`config.mk`:
```
export PLATFORM = sky130hd
export DESIGN_NAME = fpalu_seq_flat
export DESIGN_NICKNAME = d
export VERILOG_FILES = /design/src/rtl/fpalu_seq_pkg.sv /design/src/rtl/fpalu_seq_if.sv /design/src/rtl/fpalu_seq_lat.sv /design/src/rtl/fpalu_seq.sv /design/src/flat_wrapper.sv
export SDC_FILE = /design/constraint.sdc
export NUM_CORES = 1
export LEC_CHECK = 0
export ABC_CLOCK_PERIOD_IN_PS = 1700
export BUFFER_PORTS_ARGS = -buffer_cell sky130_fd_sc_hd__buf_2
export CAP_MARGIN = 10
export CORE_MARGIN = 3
export CORE_UTILIZATION = 44
export DETAILED_ROUTE_END_ITERATION = 16
export GPL_ROUTABILITY_DRIVEN = 0
export HOLD_SLACK_MARGIN = 0.05
export PLACE_DENSITY = 0.83
export SYNTH_ARGS = -nofsm -noshare
export SYNTH_HDL_FRONTEND = slang
export SYNTH_SLANG_ARGS = --single-unit
```
`constraint.sdc`:
```
create_clock -name iclock -period 1.7 [get_ports iclock]
set_input_delay 0.17 -clock iclock [delete_from_list [all_inputs] [get_ports iclock]]
set_output_delay 0.17 -clock iclock [all_outputs]
set_load 0.01 [all_outputs]
```
`src/rtl/fpalu_seq_pkg.sv`:
```
// Shared opcodes, flag bit positions, FSM encoding and default latencies for the FP sequencer.
package fpalu_seq_pkg;

    localparam logic [4:0] FOPADD    = 5'd0;
    localparam logic [4:0] FOPSUB    = 5'd1;
    localparam logic [4:0] FOPMUL    = 5'd2;
    localparam logic [4:0] FOPDIV    = 5'd3;
    localparam logic [4:0] FOPSQRT   = 5'd4;
    localparam logic [4:0] FOPCEQ    = 5'd5;
    localparam logic [4:0] FOPCLT    = 5'd6;
    localparam logic [4:0] FOPCLE    = 5'd7;
    localparam logic [4:0] FOPCVTSW  = 5'd8;
    localparam logic [4:0] FOPCVTWS  = 5'd9;
    localparam logic [4:0] FOPABS    = 5'd10;
    localparam logic [4:0] FOPNEG    = 5'd11;
    localparam logic [4:0] FOPSIGNJ  = 5'd12;
    localparam logic [4:0] FOPSIGNJN = 5'd13;
    localparam logic [4:0] FOPSIGNJX = 5'd14;

    localparam int FLAG_NV = 4;
    localparam int FLAG_DZ = 3;
    localparam int FLAG_OF = 2;
    localparam int FLAG_UF = 1;
    localparam int FLAG_NX = 0;

    localparam int DEF_LAT_ADD  = 7;
    localparam int DEF_LAT_MUL  = 5;
    localparam int DEF_LAT_DIV  = 6;
    localparam int DEF_LAT_SQRT = 16;
    localparam int DEF_LAT_CMP  = 1;
    localparam int DEF_LAT_CVT  = 6;
    localparam int DEF_CNT_W    = 5;

    typedef enum logic [1:0] {ST_IDLE, ST_BUSY, ST_DONE} state_t;

    // How the result is formed once the latency has elapsed.
    typedef enum logic [2:0] {
        K_CORE, K_CMP, K_NEG, K_ABS, K_SGNJ, K_SGNJN, K_SGNJX, K_ILL
    } kind_t;

endpackage

```
`src/rtl/fpalu_seq_if.sv`:
```
// Issue-side request/result handshake plus the operand/result bus to the FP cores.
interface fpalu_seq_if;
    logic        ivalid;
    logic        oready;
    logic [4:0]  icontrol;
    logic [31:0] idataa;
    logic [31:0] idatab;
    logic        iflush;
    logic        ovalid;
    logic        iready;
    logic [31:0] oresult;
    logic [4:0]  oflags;
    logic        oillegal;
    logic [31:0] ocore_a;
    logic [31:0] ocore_b;
    logic [4:0]  ocore_op;
    logic [31:0] icore_result;
    logic        icore_nan;
    logic        icore_zero;
    logic        icore_ovf;
    logic        icore_unf;
    logic        icore_cmp;

    modport slave (
        input  ivalid, icontrol, idataa, idatab, iflush, iready,
        input  icore_result, icore_nan, icore_zero, icore_ovf, icore_unf, icore_cmp,
        output oready, ovalid, oresult, oflags, oillegal, ocore_a, ocore_b, ocore_op
    );

    modport master (
        output ivalid, icontrol, idataa, idatab, iflush, iready,
        output icore_result, icore_nan, icore_zero, icore_ovf, icore_unf, icore_cmp,
        input  oready, ovalid, oresult, oflags, oillegal, ocore_a, ocore_b, ocore_op
    );
endinterface

```
`src/rtl/fpalu_seq_lat.sv`:
```
// Combinational opcode decode: latency counter preload (LAT-1) and result kind; zero latency paths.
module fpalu_seq_lat
    import fpalu_seq_pkg::*;
#(
    parameter int LAT_ADD  = DEF_LAT_ADD,
    parameter int LAT_MUL  = DEF_LAT_MUL,
    parameter int LAT_DIV  = DEF_LAT_DIV,
    parameter int LAT_SQRT = DEF_LAT_SQRT,
    parameter int LAT_CMP  = DEF_LAT_CMP,
    parameter int LAT_CVT  = DEF_LAT_CVT,
    parameter int CNT_W    = DEF_CNT_W
) (
    input  logic [4:0]       i_op,
    output logic [CNT_W-1:0] o_cnt_init,
    output kind_t            o_kind
);
    always_comb begin
        o_cnt_init = '0;
        o_kind     = K_ILL;
        case (i_op)
            FOPADD, FOPSUB: begin o_cnt_init = CNT_W'(LAT_ADD - 1);  o_kind = K_CORE; end
            FOPMUL:         begin o_cnt_init = CNT_W'(LAT_MUL - 1);  o_kind = K_CORE; end
            FOPDIV:         begin o_cnt_init = CNT_W'(LAT_DIV - 1);  o_kind = K_CORE; end
            FOPSQRT:        begin o_cnt_init = CNT_W'(LAT_SQRT - 1); o_kind = K_CORE; end
            FOPCEQ, FOPCLT, FOPCLE:
                            begin o_cnt_init = CNT_W'(LAT_CMP - 1);  o_kind = K_CMP;  end
            FOPCVTSW, FOPCVTWS:
                            begin o_cnt_init = CNT_W'(LAT_CVT - 1);  o_kind = K_CORE; end
            FOPABS:         o_kind = K_ABS;
            FOPNEG:         o_kind = K_NEG;
            FOPSIGNJ:       o_kind = K_SGNJ;
            FOPSIGNJN:      o_kind = K_SGNJN;
            FOPSIGNJX:      o_kind = K_SGNJX;
            default:        o_kind = K_ILL;
        endcase
    end
endmodule

```
`src/rtl/fpalu_seq.sv`:
```
// One-op-in-flight FP sequencer: result valid LAT(op) cycles after accept, held until iready; oready only in IDLE.
// Optional FPALU_SEQ_STICKY_FLAGS_EN adds iflags_clr/osticky accumulation of consumed flags.
module fpalu_seq
    import fpalu_seq_pkg::*;
#(
    parameter int LAT_ADD  = DEF_LAT_ADD,
    parameter int LAT_MUL  = DEF_LAT_MUL,
    parameter int LAT_DIV  = DEF_LAT_DIV,
    parameter int LAT_SQRT = DEF_LAT_SQRT,
    parameter int LAT_CMP  = DEF_LAT_CMP,
    parameter int LAT_CVT  = DEF_LAT_CVT,
    parameter int CNT_W    = DEF_CNT_W
) (
    input  logic        iclock,
    input  logic        ireset_n,
    fpalu_seq_if.slave  bus
`ifdef FPALU_SEQ_STICKY_FLAGS_EN
    ,
    input  logic        iflags_clr,
    output logic [4:0]  osticky
`endif
);
    state_t           r_state;
    kind_t            r_kind;
    logic [CNT_W-1:0] r_cnt;
    logic [31:0]      r_a, r_b, r_result;
    logic [4:0]       r_op, r_flags;
    logic             r_oready, r_ovalid, r_oillegal;

    logic [CNT_W-1:0] w_cnt_init;
    kind_t            w_kind;
    logic [31:0]      w_result;
    logic [4:0]       w_flags;
    logic             w_dz;
    logic             w_unused_zero;

    fpalu_seq_lat #(
        .LAT_ADD(LAT_ADD), .LAT_MUL(LAT_MUL), .LAT_DIV(LAT_DIV), .LAT_SQRT(LAT_SQRT),
        .LAT_CMP(LAT_CMP), .LAT_CVT(LAT_CVT), .CNT_W(CNT_W)
    ) u_lat (
        .i_op      (bus.icontrol),
        .o_cnt_init(w_cnt_init),
        .o_kind    (w_kind)
    );

    assign w_unused_zero = bus.icore_zero;
    // Divide-by-zero only when the dividend is a finite nonzero number.
    assign w_dz = (r_op == FOPDIV) && (r_b[30:0] == 31'd0) &&
                  (r_a[30:23] != 8'hFF) && (r_a[30:0] != 31'd0);

    always_comb begin
        w_result = '0;
        w_flags  = '0;
        case (r_kind)
            K_CORE, K_CMP: begin
                w_result         = (r_kind == K_CMP) ? {31'd0, bus.icore_cmp} : bus.icore_result;
                w_flags[FLAG_NV] = bus.icore_nan;
                w_flags[FLAG_DZ] = w_dz;
                w_flags[FLAG_OF] = bus.icore_ovf;
                w_flags[FLAG_UF] = bus.icore_unf;
            end
            K_NEG:   w_result = {~r_a[31], r_a[30:0]};
            K_ABS:   w_result = {1'b0, r_a[30:0]};
            K_SGNJ:  w_result = {r_b[31], r_a[30:0]};
            K_SGNJN: w_result = {~r_b[31], r_a[30:0]};
            K_SGNJX: w_result = {r_a[31] ^ r_b[31], r_a[30:0]};
            default: w_result = '0;
        endcase
    end

    always_ff @(posedge iclock or negedge ireset_n) begin
        if (!ireset_n) begin
            r_state    <= ST_IDLE;
            r_kind     <= K_CORE;
            r_cnt      <= '0;
            r_a        <= '0;
            r_b        <= '0;
            r_op       <= '0;
            r_result   <= '0;
            r_flags    <= '0;
            r_oready   <= 1'b1;
            r_ovalid   <= 1'b0;
            r_oillegal <= 1'b0;
        end else if (bus.iflush) begin
            // Result and flags are left untouched; only the handshake state unwinds.
            r_state    <= ST_IDLE;
            r_oready   <= 1'b1;
            r_ovalid   <= 1'b0;
            r_oillegal <= 1'b0;
        end else begin
            case (r_state)
                ST_IDLE: if (bus.ivalid) begin
                    r_a      <= bus.idataa;
                    r_b      <= bus.idatab;
                    r_op     <= bus.icontrol;
                    r_kind   <= w_kind;
                    r_cnt    <= w_cnt_init;
                    r_oready <= 1'b0;
                    r_state  <= ST_BUSY;
                end
                ST_BUSY: if (r_cnt == '0) begin
                    r_result   <= w_result;
                    r_flags    <= w_flags;
                    r_oillegal <= (r_kind == K_ILL);
                    r_ovalid   <= 1'b1;
                    r_state    <= ST_DONE;
                end else begin
                    r_cnt <= r_cnt - 1'b1;
                end
                ST_DONE: if (bus.iready) begin
                    r_ovalid   <= 1'b0;
                    r_oillegal <= 1'b0;
                    r_oready   <= 1'b1;
                    r_state    <= ST_IDLE;
                end
                default: r_state <= ST_IDLE;
            endcase
        end
    end

    assign bus.oready   = r_oready;
    assign bus.ovalid   = r_ovalid;
    assign bus.oresult  = r_result;
    assign bus.oflags   = r_flags;
    assign bus.oillegal = r_oillegal;
    assign bus.ocore_a  = r_a;
    assign bus.ocore_b  = r_b;
    assign bus.ocore_op = r_op;

`ifdef FPALU_SEQ_STICKY_FLAGS_EN
    logic [4:0] r_sticky;
    logic       w_hs;

    assign w_hs = r_ovalid & bus.iready & ~bus.iflush;

    // Clear takes effect before the OR so a coincident handshake's flags survive.
    always_ff @(posedge iclock or negedge ireset_n) begin
        if (!ireset_n) r_sticky <= '0;
        else           r_sticky <= (iflags_clr ? 5'd0 : r_sticky) | (w_hs ? r_flags : 5'd0);
    end

    assign osticky = r_sticky;
`endif

endmodule

```
`src/flat_wrapper.sv`:
```
// flat-port wrapper written by rule: the top's interface ports become plain ports
module fpalu_seq_flat import fpalu_seq_pkg::*;
#(
    parameter int LAT_ADD  = DEF_LAT_ADD,
    parameter int LAT_MUL  = DEF_LAT_MUL,
    parameter int LAT_DIV  = DEF_LAT_DIV,
    parameter int LAT_SQRT = DEF_LAT_SQRT,
    parameter int LAT_CMP  = DEF_LAT_CMP,
    parameter int LAT_CVT  = DEF_LAT_CVT,
    parameter int CNT_W    = DEF_CNT_W
)
  (iclock, ireset_n, bus_ivalid, bus_icontrol, bus_idataa, bus_idatab, bus_iflush, bus_iready, bus_icore_result, bus_icore_nan, bus_icore_zero, bus_icore_ovf, bus_icore_unf, bus_icore_cmp, bus_oready, bus_ovalid, bus_oresult, bus_oflags, bus_oillegal, bus_ocore_a, bus_ocore_b, bus_ocore_op);
  fpalu_seq_if bus_i ();
  input  logic iclock;
  input  logic ireset_n;
  input wire logic [$bits(bus_i.ivalid)-1:0] bus_ivalid;
  input wire logic [$bits(bus_i.icontrol)-1:0] bus_icontrol;
  input wire logic [$bits(bus_i.idataa)-1:0] bus_idataa;
  input wire logic [$bits(bus_i.idatab)-1:0] bus_idatab;
  input wire logic [$bits(bus_i.iflush)-1:0] bus_iflush;
  input wire logic [$bits(bus_i.iready)-1:0] bus_iready;
  input wire logic [$bits(bus_i.icore_result)-1:0] bus_icore_result;
  input wire logic [$bits(bus_i.icore_nan)-1:0] bus_icore_nan;
  input wire logic [$bits(bus_i.icore_zero)-1:0] bus_icore_zero;
  input wire logic [$bits(bus_i.icore_ovf)-1:0] bus_icore_ovf;
  input wire logic [$bits(bus_i.icore_unf)-1:0] bus_icore_unf;
  input wire logic [$bits(bus_i.icore_cmp)-1:0] bus_icore_cmp;
  output wire logic [$bits(bus_i.oready)-1:0] bus_oready;
  output wire logic [$bits(bus_i.ovalid)-1:0] bus_ovalid;
  output wire logic [$bits(bus_i.oresult)-1:0] bus_oresult;
  output wire logic [$bits(bus_i.oflags)-1:0] bus_oflags;
  output wire logic [$bits(bus_i.oillegal)-1:0] bus_oillegal;
  output wire logic [$bits(bus_i.ocore_a)-1:0] bus_ocore_a;
  output wire logic [$bits(bus_i.ocore_b)-1:0] bus_ocore_b;
  output wire logic [$bits(bus_i.ocore_op)-1:0] bus_ocore_op;
  assign bus_i.ivalid = bus_ivalid;
  assign bus_i.icontrol = bus_icontrol;
  assign bus_i.idataa = bus_idataa;
  assign bus_i.idatab = bus_idatab;
  assign bus_i.iflush = bus_iflush;
  assign bus_i.iready = bus_iready;
  assign bus_i.icore_result = bus_icore_result;
  assign bus_i.icore_nan = bus_icore_nan;
  assign bus_i.icore_zero = bus_icore_zero;
  assign bus_i.icore_ovf = bus_icore_ovf;
  assign bus_i.icore_unf = bus_icore_unf;
  assign bus_i.icore_cmp = bus_icore_cmp;
  assign bus_oready = bus_i.oready;
  assign bus_ovalid = bus_i.ovalid;
  assign bus_oresult = bus_i.oresult;
  assign bus_oflags = bus_i.oflags;
  assign bus_oillegal = bus_i.oillegal;
  assign bus_ocore_a = bus_i.ocore_a;
  assign bus_ocore_b = bus_i.ocore_b;
  assign bus_ocore_op = bus_i.ocore_op;
  fpalu_seq #(.LAT_ADD(LAT_ADD), .LAT_MUL(LAT_MUL), .LAT_DIV(LAT_DIV), .LAT_SQRT(LAT_SQRT), .LAT_CMP(LAT_CMP), .LAT_CVT(LAT_CVT), .CNT_W(CNT_W)) u_core (.iclock(iclock), .ireset_n(ireset_n), .bus(bus_i));
endmodule
```
==> impl.org, run 1 <==
** Status
- Run status :: complete, but fails checks
- The checks that failed: negative setup slack.

** Clock network
- Num Clock Sinks :: 118
- The clock passes through at most 2 buffers.
- The H-tree generated during clock tree synthesis spans 4 levels.
- Root cell of the clock tree :: sky130_fd_sc_hd__clkbuf_16
- TritonCTS built the clock tree.
- For the worst-skew pair, the clock arrives at the later sink with an insertion delay of a little over 400 ps.
- Counting the buffers created by CTS gives 17.
- After clock tree synthesis, the clock-pin slew on the worst setup and hold paths is 60 ps.

** Global routing
- First-pass GRT wire length :: between 20,000 and 30,000 um
- Entering global routing, the biggest net connects 37 pins.
- All-layer global routing usage :: roughly a quarter
- Global routing finished with a remaining overflow of 0.
- Antenna violations before repair :: 0
- Vias in the first global route :: between 5,000 and 6,000

** Power and ir drop
- VDD sags by at most slightly above 1 mV.
- Total power after layout :: approximately 13 mW
- Net switching fraction of the power :: 34.6%
- Combinational logic burns around a third of the power.
- In this run the power spent charging and discharging nets is 4.42 mW.
- The analysis attributes to cell leakage a power of 3.99 nW.
- For this design the ratio of total power to cell area is 1520 nW/um^2.
- Internal portion of total power :: approximately 8.4 mW
- The clock network burns 29.5% of the power.
- Sequential cells burn a little over a third of the power.

** Drt
- In the final routing, the length of wire on met1 measures roughly 7000 um.
- Final Routed Wirelength :: around 18,000 um
- In this run the remaining antenna-violating nets after routing total 0.
- After detailed routing, the average wire length per cell comes to approximately 20 um.
- Post-route DRC :: 0
- For this run, the detailed router's first-pass iteration total came to 5.
- Routed wl met2 :: between 9000 and 10,000 um
- Number of violations reported at the end of detailed-routing iteration 0 :: between 300 and 400
- Dividing the detail-routed via count by the number of cells gives 5.50.
- Wire length on met3 :: between 1500 and 2000 um
- After detailed routing, no signal wire sits above met4.
- For this block, the via count after detailed routing is roughly 5,000.

** STA
- Time the worst path needs with I/O delays and setup :: 1880 ps
- Once routing completed, OpenROAD measured the worst setup slack at -181 ps.
- Hold Fails Final Rpt :: 0
- Number of setup violations in the final report :: 41
- Static timing analysis puts the maximum clock frequency at ~530 MHz.
- Setup repair after global routing could not meet its margin everywhere.
- For the final database, setup skew stands at between 6 and 7 ps.
- Final worst path period share :: 111%
- Number of max-slew violations in the final report :: 0

** Placed design
- After legalization and detailed placement, the total HPWL measured roughly 11,000 um.
- During placement, the flow inserted port buffers numbering ~220.
- The number of placed instances, taps included, is 800.

** Worst setup path
- The critical path contains buffers and inverters numbering 2 combined.
- Cell with the largest stage delay on the worst path :: sky130_fd_sc_hd__or4b_4
- WP data required :: 2030 ps
- The critical path goes through inv_2 > ha_4 > or4b_4 > nor3_4 > nand2_4 > clkbuf_16 > o21ai_2.
- The worst setup path is captured at a flop.
- At the worst endpoint, the arrival time is 2210 ps.
- Critical path class :: flop to flop
- STA classifies the critical path startpoint as a flop.
- Family with the most delay on the worst path :: simple AND/OR/NAND/NOR gates
- Max stage delay on crit path :: approximately 500 ps
- Biggest fanout along the worst timing path :: 8

** Layout
- 0 antenna diodes ended up in the layout.
- Layout Cells excl Fill :: 920
- Relative to the synthesized area, the layout overhead comes to 58.7%.
- Of the cells placed in the final design, the portion with a size suffix greater than 1 is 51.1%.
- After the last flow step, the layout net total stands at 877.

** Floorplanning
- Die footprint :: 13,400 sq um
- Die span in x :: around 120 um
- In this run the core area contains 39 standard-cell rows.
- Ports placed on the boundary :: 220
- Die Y :: 116 um
- Core Area :: ~12,000 sq um
- Starting density of the core :: 45.7%

** Synthesis
- Ranked by instance count, the synthesized netlist is headed by sky130_fd_sc_hd__dfrtp_1, sky130_fd_sc_hd__mux2_2, sky130_fd_sc_hd__nand2_1.
- Largest cells by area after synthesis :: sky130_fd_sc_hd__dfrtp_1, sky130_fd_sc_hd__mux2_2, sky130_fd_sc_hd__o21ai_2
- For this run, the leading register cell type out of synthesis is sky130_fd_sc_hd__dfrtp_1.
- Yosys printed 0 warnings.
- Net count after synthesis :: 548
- The netlist uses 50 different library cells.
- Counting flops and latches in the post-synthesis netlist gives 118.
- Most instantiated library cell after synthesis :: sky130_fd_sc_hd__dfrtp_1
- Cell area after synthesis :: around 5300 sq um
- Count of flip-flops with a built-in enable after synthesis :: 0
- Each instance of the synthesized netlist takes up on average ~12 sq um.
- Of all cell types, the one taking the most synthesized area is sky130_fd_sc_hd__dfrtp_1.
- Async set or reset register ratio after synthesis :: 100%
- Gate Count Post-Synth :: between 400 and 500
- In this run the biggest area consumer among cell types represents 55.4% of the synthesized area.
- Sequential-to-total area share from yosys stat :: a little under three fifths

** Worst hold path
- Worst hold-check path type :: input pin to flop

** Run
- Number of max-cap violations :: 0
flip-flops by register name (all words and copies together), names as in the netlist:
| signal | cells |
|---|---|
| u_core.bus.ocore_a | 32 |
| u_core.bus.ocore_b | 32 |
| u_core.bus.ocore_op | 5 |
| u_core.bus.oflags | 4 |
| u_core.bus.oillegal | 1 |
| u_core.bus.oready | 1 |
| u_core.bus.oresult | 32 |
| u_core.bus.ovalid | 1 |
| u_core.r_cnt | 5 |
| u_core.r_kind | 3 |
| u_core.r_state | 2 |
worst paths after layout:
check / startpoint / endpoint / slack [ps] / depth (start not counted)
hold reg to reg: u_core.bus.oresult[4] / u_core.bus.oresult[4] / 470 / 2
hold / removal: bus_icontrol[0] / u_core.bus.ocore_op[0] / 90 / 2
max in group asynchronous: ireset_n / u_core.bus.ocore_a[23] / 880 / 3
setup reg to reg: u_core.r_cnt[1] / u_core.bus.oresult[24] / -180 / 7
min in group asynchronous: ireset_n / u_core.bus.oflags[2] / 260 / 2
setup / recovery: u_core.r_cnt[1] / u_core.bus.oresult[24] / -180 / 7
routing by layer:
| metal | global-route usage [%] | up-vias |
|---|---|---|
| met5 | 0 | - |
| met4 | 13.0 | 0 |
| met3 | 7.05 | 47 |
| met2 | 44.5 | 311 |
| met1 | 31.3 | 2449 |
| li1 | - | 2256 |
layout by cell type (no fill, tap or decap), types with 2 or more instances in the layout:
master	n
sky130_fd_sc_hd__nor2_1	21
sky130_fd_sc_hd__nor3b_1	2
sky130_fd_sc_hd__buf_2	216
sky130_fd_sc_hd__mux2_1	12
sky130_fd_sc_hd__o21ai_0	5
sky130_fd_sc_hd__clkbuf_16	20
sky130_fd_sc_hd__nor2b_1	4
sky130_fd_sc_hd__nand2_4	4
sky130_fd_sc_hd__clkinv_4	2
sky130_fd_sc_hd__dfrtp_1	117
sky130_fd_sc_hd__nand3_1	2
sky130_fd_sc_hd__buf_12	8
sky130_fd_sc_hd__buf_4	26
sky130_fd_sc_hd__a31oi_1	3
sky130_fd_sc_hd__dlygate4sd3_1	82
sky130_fd_sc_hd__a21oi_1	12
sky130_fd_sc_hd__nor3_1	5
sky130_fd_sc_hd__clkinv_2	4
sky130_fd_sc_hd__o21ai_2	30
sky130_fd_sc_hd__nand4_1	5
sky130_fd_sc_hd__mux2_2	57
sky130_fd_sc_hd__o21ai_4	4
sky130_fd_sc_hd__a221o_1	2
sky130_fd_sc_hd__bufinv_16	4
sky130_fd_sc_hd__nor4_1	15
sky130_fd_sc_hd__a21oi_2	2
sky130_fd_sc_hd__buf_6	3
sky130_fd_sc_hd__inv_2	2
sky130_fd_sc_hd__a22oi_1	30
sky130_fd_sc_hd__clkinvlp_4	3
sky130_fd_sc_hd__nand2b_1	5
sky130_fd_sc_hd__nand2_1	40
sky130_fd_sc_hd__nor3_4	2
through the flow:
stage	hold WS (ps)	setup TNS, ps	worst slack (ps)	util, %	area (sq um)
final	89.8	-5440	-181	72.5	8390
after floorplan	-126	-2660	-117	-	5300
after global placement	138	-3470	-105	58.3	6740
after CTS	50.4	-5730	-177	70.9	8200
after global routing	78.4	-8130	-248	72.5	8390
after detailed placement	145	-5220	-162	58.3	6740
layout make-up:
cell class | instances | area (sq um)
inverter | 3 | 11.3
multi-input combinational | 286 | 2250
sequential | 118 | 2950
clock buffer | 19 | 443
fill | 718 | 3180
tap | 143 | 179
timing repair buffer | 338 | 2370
clock inverter | 13 | 180
power by group through the flow:
stage	logic [mW]	clock network [mW]	registers, mW
floorplan	1.78	0	4.84
global placement	3.86	0	4.49
detailed placement	4.00	0	4.56
CTS	4.16	3.80	4.52
global route	4.75	3.95	4.71
finish	4.39	3.77	4.61
kinds of logic (layout without fill, tap and decap cells):
logic type	Yosys count	count (layout)	synth area share [%]
other	1	1	0.0709
AO/OA/AOI/OAI	97	97	13.6
XOR/XNOR	1	1	0.166
adder cells (fa/ha/maj)	2	2	0.473
flip-flops	118	118	55.9
multiplexers	70	70	14.9
buffers and inverters	31	373	3.43
AND/OR/NAND/NOR	115	115	11.5
timing repair:
item | in CTS | in global routing
resized for setup | 1 | 21
buffers inserted | 1 | 1
hold buffers | 82 | 0
pin swaps | 1 | 29
setup endpoints to repair | 40 | 43
cloned | 0 | 5
endpoints found under the hold margin | 108 | 0
No activity file was read; power rests on OpenSTA's default activity.
==> inputs of run 2 (changes only) <==
Settings changed: CORE_UTILIZATION 44 to 43, PLACE_DENSITY 0.83 to 0.82, SYNTH_HIERARCHICAL from default to 1.
==> run 2 against run 1 <==
  * The run still ends with negative setup slack left
  * Largest power group is now combinational cells
  * Global-route usage is 1.5 points lower
  * Critical path depth up 1
  * Hold slack got worse by 19 ps
  * Critical endpoint is now u_core/bus.oresult[9]
  * Non-clock buffer count decreased by 7
  * Setup slack worse by 150 ps
  * Synthesized area shrank 2.8%
  * Register-to-register slack worse by 150 ps
==> impl.org, run 2 <==
** Status
- Run status: complete, but fails checks (unchanged).
- Failing checks: negative setup slack (unchanged).

** Clock network
- Clock slew at the register clock pins of the worst setup and hold paths :: 60 ps (about the same)
- Clock tree from TritonCTS :: yes (unchanged)
- Num Clock Sinks :: 118 (unchanged)
- The TritonCTS buffer count is 17 (unchanged).
- Max Root-Sink Buffers :: 2 (unchanged)
- Root cell of the clock tree :: sky130_fd_sc_hd__clkbuf_16 (unchanged)
- The number of H-tree levels is 4 (unchanged).
- Clock latency on the worst-skew pair :: 410 ps (about the same)

** Synthesis
- The most used flip-flop cell after synthesis was sky130_fd_sc_hd__dfrtp_1 (unchanged).
- Most used standard cells in the synthesized netlist: sky130_fd_sc_hd__dfrtp_1, sky130_fd_sc_hd__mux2_2, sky130_fd_sc_hd__nand2_1 (unchanged).
- The number of enable-type register cells in the synthesized netlist is 0 (unchanged).
- The compound-gate portion of the synthesized area came to 12.1% (was 13.6%).
- The largest family of logic cells by synthesized area is multiplexers (unchanged).
- Cell area after synthesis :: 5140 sq um (was 5290 sq um)
- The cell type contributing the most total cell area after synthesis was sky130_fd_sc_hd__dfrtp_1 (unchanged).
- The instance count of the mapped netlist is 429 (was 435).
- Mean instance size in the synthesized netlist :: 12.0 sq um (was 12.2 sq um)
- The adder-cell share of the synthesized area is 0.243% (was 0.473%).
- Number of warnings printed during yosys synthesis :: 6 (was 0)
- Portion of netlist area occupied by mux cells :: 16.0% (was 14.9%)
- Area share of the largest cell type after synthesis :: 57.0% (was 55.4%)
- Number of storage elements in the synthesis netlist :: 118 (unchanged)
- Parity-gate share of the synthesized area counting xor and xnor cells :: 0% (was 0.166%)
- The post-synthesis sequential area ratio is 57.5% (was 55.9%).
- Largest cells by area after synthesis: sky130_fd_sc_hd__dfrtp_1, sky130_fd_sc_hd__mux2_2, sky130_fd_sc_hd__a22oi_1 (was sky130_fd_sc_hd__dfrtp_1, sky130_fd_sc_hd__mux2_2, sky130_fd_sc_hd__o21ai_2).
- The simple-gate share of the synthesized area was 10.6% (was 11.5%).
- Most instantiated library cell after synthesis :: sky130_fd_sc_hd__dfrtp_1 (unchanged)
- The number of distinct library cell variants in the gate-level netlist after synthesis was 46 (was 50).
- The number of nets produced by synthesis was 541 (was 548).
- Async set or reset register ratio after synthesis :: 100% (unchanged)

** Floorplanning
- Ports placed on the boundary :: 220 (unchanged)
- The area of the placeable core is 11,600 sq um (unchanged).
- Site Rows :: 39 (unchanged)
- The initial core utilization was 44.4% (was 45.7%).
- Die footprint :: 13,300 sq um (was 13,400 sq um)
- Die Y :: 115 um (was 116 um)
- Die span in x :: 115 um (was 116 um)

** Global routing
- Global Route met2 Usage :: 43.2% (was 44.5%)
- The global-route usage over all layers is 24.9% (was 26.4%).
- Antenna violations before repair :: 0 (unchanged)
- Met1 capacity usage during global routing :: 27.7% (was 31.3%)
- The met3 global-route usage is 6.32% (was 7.05%).
- The layer carrying the most global-route usage is met2 (unchanged).
- The wire length of the first global-routing pass was 25,400 um (was 26,900 um).
- Maximum number of pins on one net before global-route repair :: 49 (was 37)
- Remaining Overflow, GRT :: 0 (unchanged)
- The number of global-route vias before repair came to 5,199 (was 5,181).

** Power and ir drop
- The internal power component is 9.07 mW (was 8.35 mW).
- Share of total power in the clock network :: 29.9% (was 29.5%)
- Net switching fraction of the power :: 33.7% (was 34.6%)
- Power spent charging and discharging nets :: 4.60 mW (was 4.42 mW)
- The leakage power summed over all cells was 4.08 nW (was 3.99 nW).
- Combinational group share of total power :: 35.6% (was 34.4%)
- Power density over the cells :: 1630 nW/um^2 (was 1520 nW/um^2)
- The total design power is 13.7 mW (was 12.8 mW).
- Fraction of power consumed by sequential logic :: 34.5% (was 36.1%)
- The worst supply voltage drop on vdd was 0.997 mV (was 1.04 mV).

** STA
- Unrepaired setup endpoints after global routing :: true (unchanged)
- The least setup slack across all paths after layout is -328 ps (was -181 ps).
- The shortest period the worst path allows was 2030 ps (was 1880 ps).
- Hold Fails Final Rpt :: 0 (unchanged)
- Worst setup skew after layout :: 6.10 ps (was 6.70 ps)
- The worst hold margin was 70.5 ps (was 89.8 ps).
- The final setup violation count came to 44 (was 41).
- Number of max-slew violations in the final report :: 0 (unchanged)
- The timing-limited maximum frequency is 493 MHz (was 532 MHz).
- The share of the clock period used by the worst path is 119% (was 111%).
- The post-route setup TNS is -11,220 ps (was -5440 ps).

** Layout
- The layout overhead on the synthesized area came to 63.1% (was 58.7%).
- Commonest cells after routing, fill and taps aside :: sky130_fd_sc_hd__buf_2, sky130_fd_sc_hd__dfrtp_1, sky130_fd_sc_hd__mux2_2 (was sky130_fd_sc_hd__buf_2, sky130_fd_sc_hd__dfrtp_1, sky130_fd_sc_hd__dlygate4sd3_1)
- Final net count :: 865 (was 877)
- Number of filler cells placed in the layout :: 740 (was 718)
- The register cell area after layout was 2950 sq um (unchanged).
- The area of the multi-input gates was 2250 sq um (about the same).
- The most common cell after layout, fill and taps aside is sky130_fd_sc_hd__buf_2 (unchanged).
- The number of antenna cells inserted was 0 (unchanged).
- The final core utilization is 72.5% (about the same).
- The fraction of layout cells with a size suffix above 1 came to 55.5% (was 51.1%).

** Worst setup path
- Biggest fanout along the worst timing path :: 7 (was 8)
- The cell count of the worst reg-to-reg path came to 8 (was 7).
- Crit path launch type :: flop (unchanged)
- Type of destination of the critical path :: flop (unchanged)
- Capture point of the worst reg-to-reg path :: u_core/bus.oresult[9] (was u_core.bus.oresult[24])
- WP data required :: 2040 ps (was 2030 ps)
- Cell with the largest stage delay on the worst path :: sky130_fd_sc_hd__or4b_4 (unchanged)
- Beginning of the worst register-to-register path :: u_core/r_cnt[1] (was u_core.r_cnt[1])
- Cells along the critical path: inv_2 > ha_4 > or4b_4 > buf_6 > nor3_4 > nand2b_4 > buf_16 > o21ai_2 (was inv_2 > ha_4 > or4b_4 > nor3_4 > nand2_4 > clkbuf_16 > o21ai_2).
- Crit path DAT :: 2360 ps (was 2210 ps)
- Max stage delay on crit path :: 460 ps (was 500 ps)
- R2R Setup Slk :: -330 ps (was -180 ps)
- Critical path class :: flop to flop (unchanged)

** Worst hold path
- Worst hold path stage count :: 3 (was 2)
- The sink of the worst hold path is u_core/bus.oresult[3] (was u_core.bus.ocore_op[0]).
- The path class of the lowest-slack min-delay path is input pin to flop (unchanged).
- Worst Min Path Start :: bus_icore_result[3] (was bus_icontrol[0])

** Placed design
- Post-place setup slack :: -328 ps (was -162 ps)
- Final HPWL from detailed placement :: 10,900 um (was 11,400 um)
- The number of port buffers came to 217 (unchanged).

** Drt
- The number of nets with antenna violations after routing is 0 (unchanged).
- Number of violations reported at the end of detailed-routing iteration 0 :: 366 (was 379)
- The detailed-route wire length came to 16,900 um (was 18,300 um).
- First-pass iteration count of the detailed router :: 6 (was 5)
- Via count of the routed design :: 4,939 (was 5,063)
- Post-route DRC :: 0 (unchanged)
- The average wire length per cell after detail routing was 18.6 um (was 19.9 um).
- Via-per-instance ratio :: 5.43 (was 5.50)

** Run
- The max-capacitance violation count was 0 (unchanged).
run 2: changes by cell type in the layout (fill, tap and decap cells not counted), moves of 6 or more:
cell and delta:
sky130_fd_sc_hd__dlygate4sd3_1 -14, sky130_fd_sc_hd__mux2_2 +15, sky130_fd_sc_hd__a21oi_1 -6, sky130_fd_sc_hd__mux2_1 -12, sky130_fd_sc_hd__nor2_1 -12
run 2: worst max-delay path: cells and delay by family, from the launching register on:
family / cells / cell delay [ps]
AND/OR/NAND/NOR: 3 / 880
AO/OA/AOI/OAI: 1 / 130
buffers and inverters: 3 / 410
flip-flops: 1 / 400
adder cells (fa/ha/maj): 1 / 130
run 2: final cells by class:
class                   instances  share of cell area (%)
multi-input cells             278                    26.8
clock inverters                12                    2.66
repair buffers                331                    27.4
flip-flops and latches        118                    35.2
well taps                     143                    2.13
clock buffers                  20                    5.45
inverters                       7                   0.313
run 2: kinds of logic after synthesis:
logic type,Yosys count
DFF,118
and+or+nand+nor,106
AOI/OAI and AO/OA,96
muxes,73
buffers and inverters,33
other,2
adders and majority gates,1
run 2: power groups by stage:
| stage | clock network [mW] | registers [mW] | logic [mW] |
|---|---|---|---|
| finish | 4.09 | 4.71 | 4.87 |
| global route | 4.28 | 4.83 | 5.27 |
| CTS | 4.15 | 4.67 | 4.55 |
| detailed placement | 0 | 4.70 | 4.08 |
| global placement | 0 | 4.63 | 3.96 |
| floorplan | 0 | 4.99 | 1.77 |
run 2: timing repair:
| item | in CTS | in global routing |
|---|---|---|
| resized for setup | 48 | 26 |
| gates cloned | 3 | 2 |
| hold buffers | 68 | 0 |
| endpoints found under the hold margin | 99 | 0 |
| endpoints found under the setup margin | 90 | 63 |
| pin swaps | 32 | 8 |
| buffers inserted | 3 | 5 |
run 2: through the flow:
stage / cells / instance area, sq um
6_report: 909 / 8390
4_1_cts: 902 / 8210
3_3_place_gp: 797 / 6590
3_5_place_dp: 797 / 6590
2_1_floorplan: 429 / 5150
5_1_grt: 909 / 8390
run 2: worst max path at each step:
stage / startpoint / end / slack [ps]
after detailed placement: u_core/r_cnt[0] / u_core/bus.oresult[30] / -330
after CTS: u_core/r_cnt[1] / u_core/bus.oresult[5] / -280
after global routing: u_core/r_cnt[1] / u_core/bus.oresult[9] / -370
after global placement: u_core/r_cnt[0] / u_core/bus.oflags[3] / -290
after floorplan: u_core/r_cnt[0] / u_core/bus.oresult[10] / -270
final: u_core/r_cnt[1] / u_core/bus.oresult[9] / -330
run 2: metal layers:
metal / routed length, um / share of wire [%] / vias to the layer above
met3: 1160 / 6.9 / 48
met1: 6220 / 37 / 2414
met5: 0 / 0 / -
met2: 8920 / 53 / 244
met4: 597 / 3.5 / 0
li1: - / - / 2233
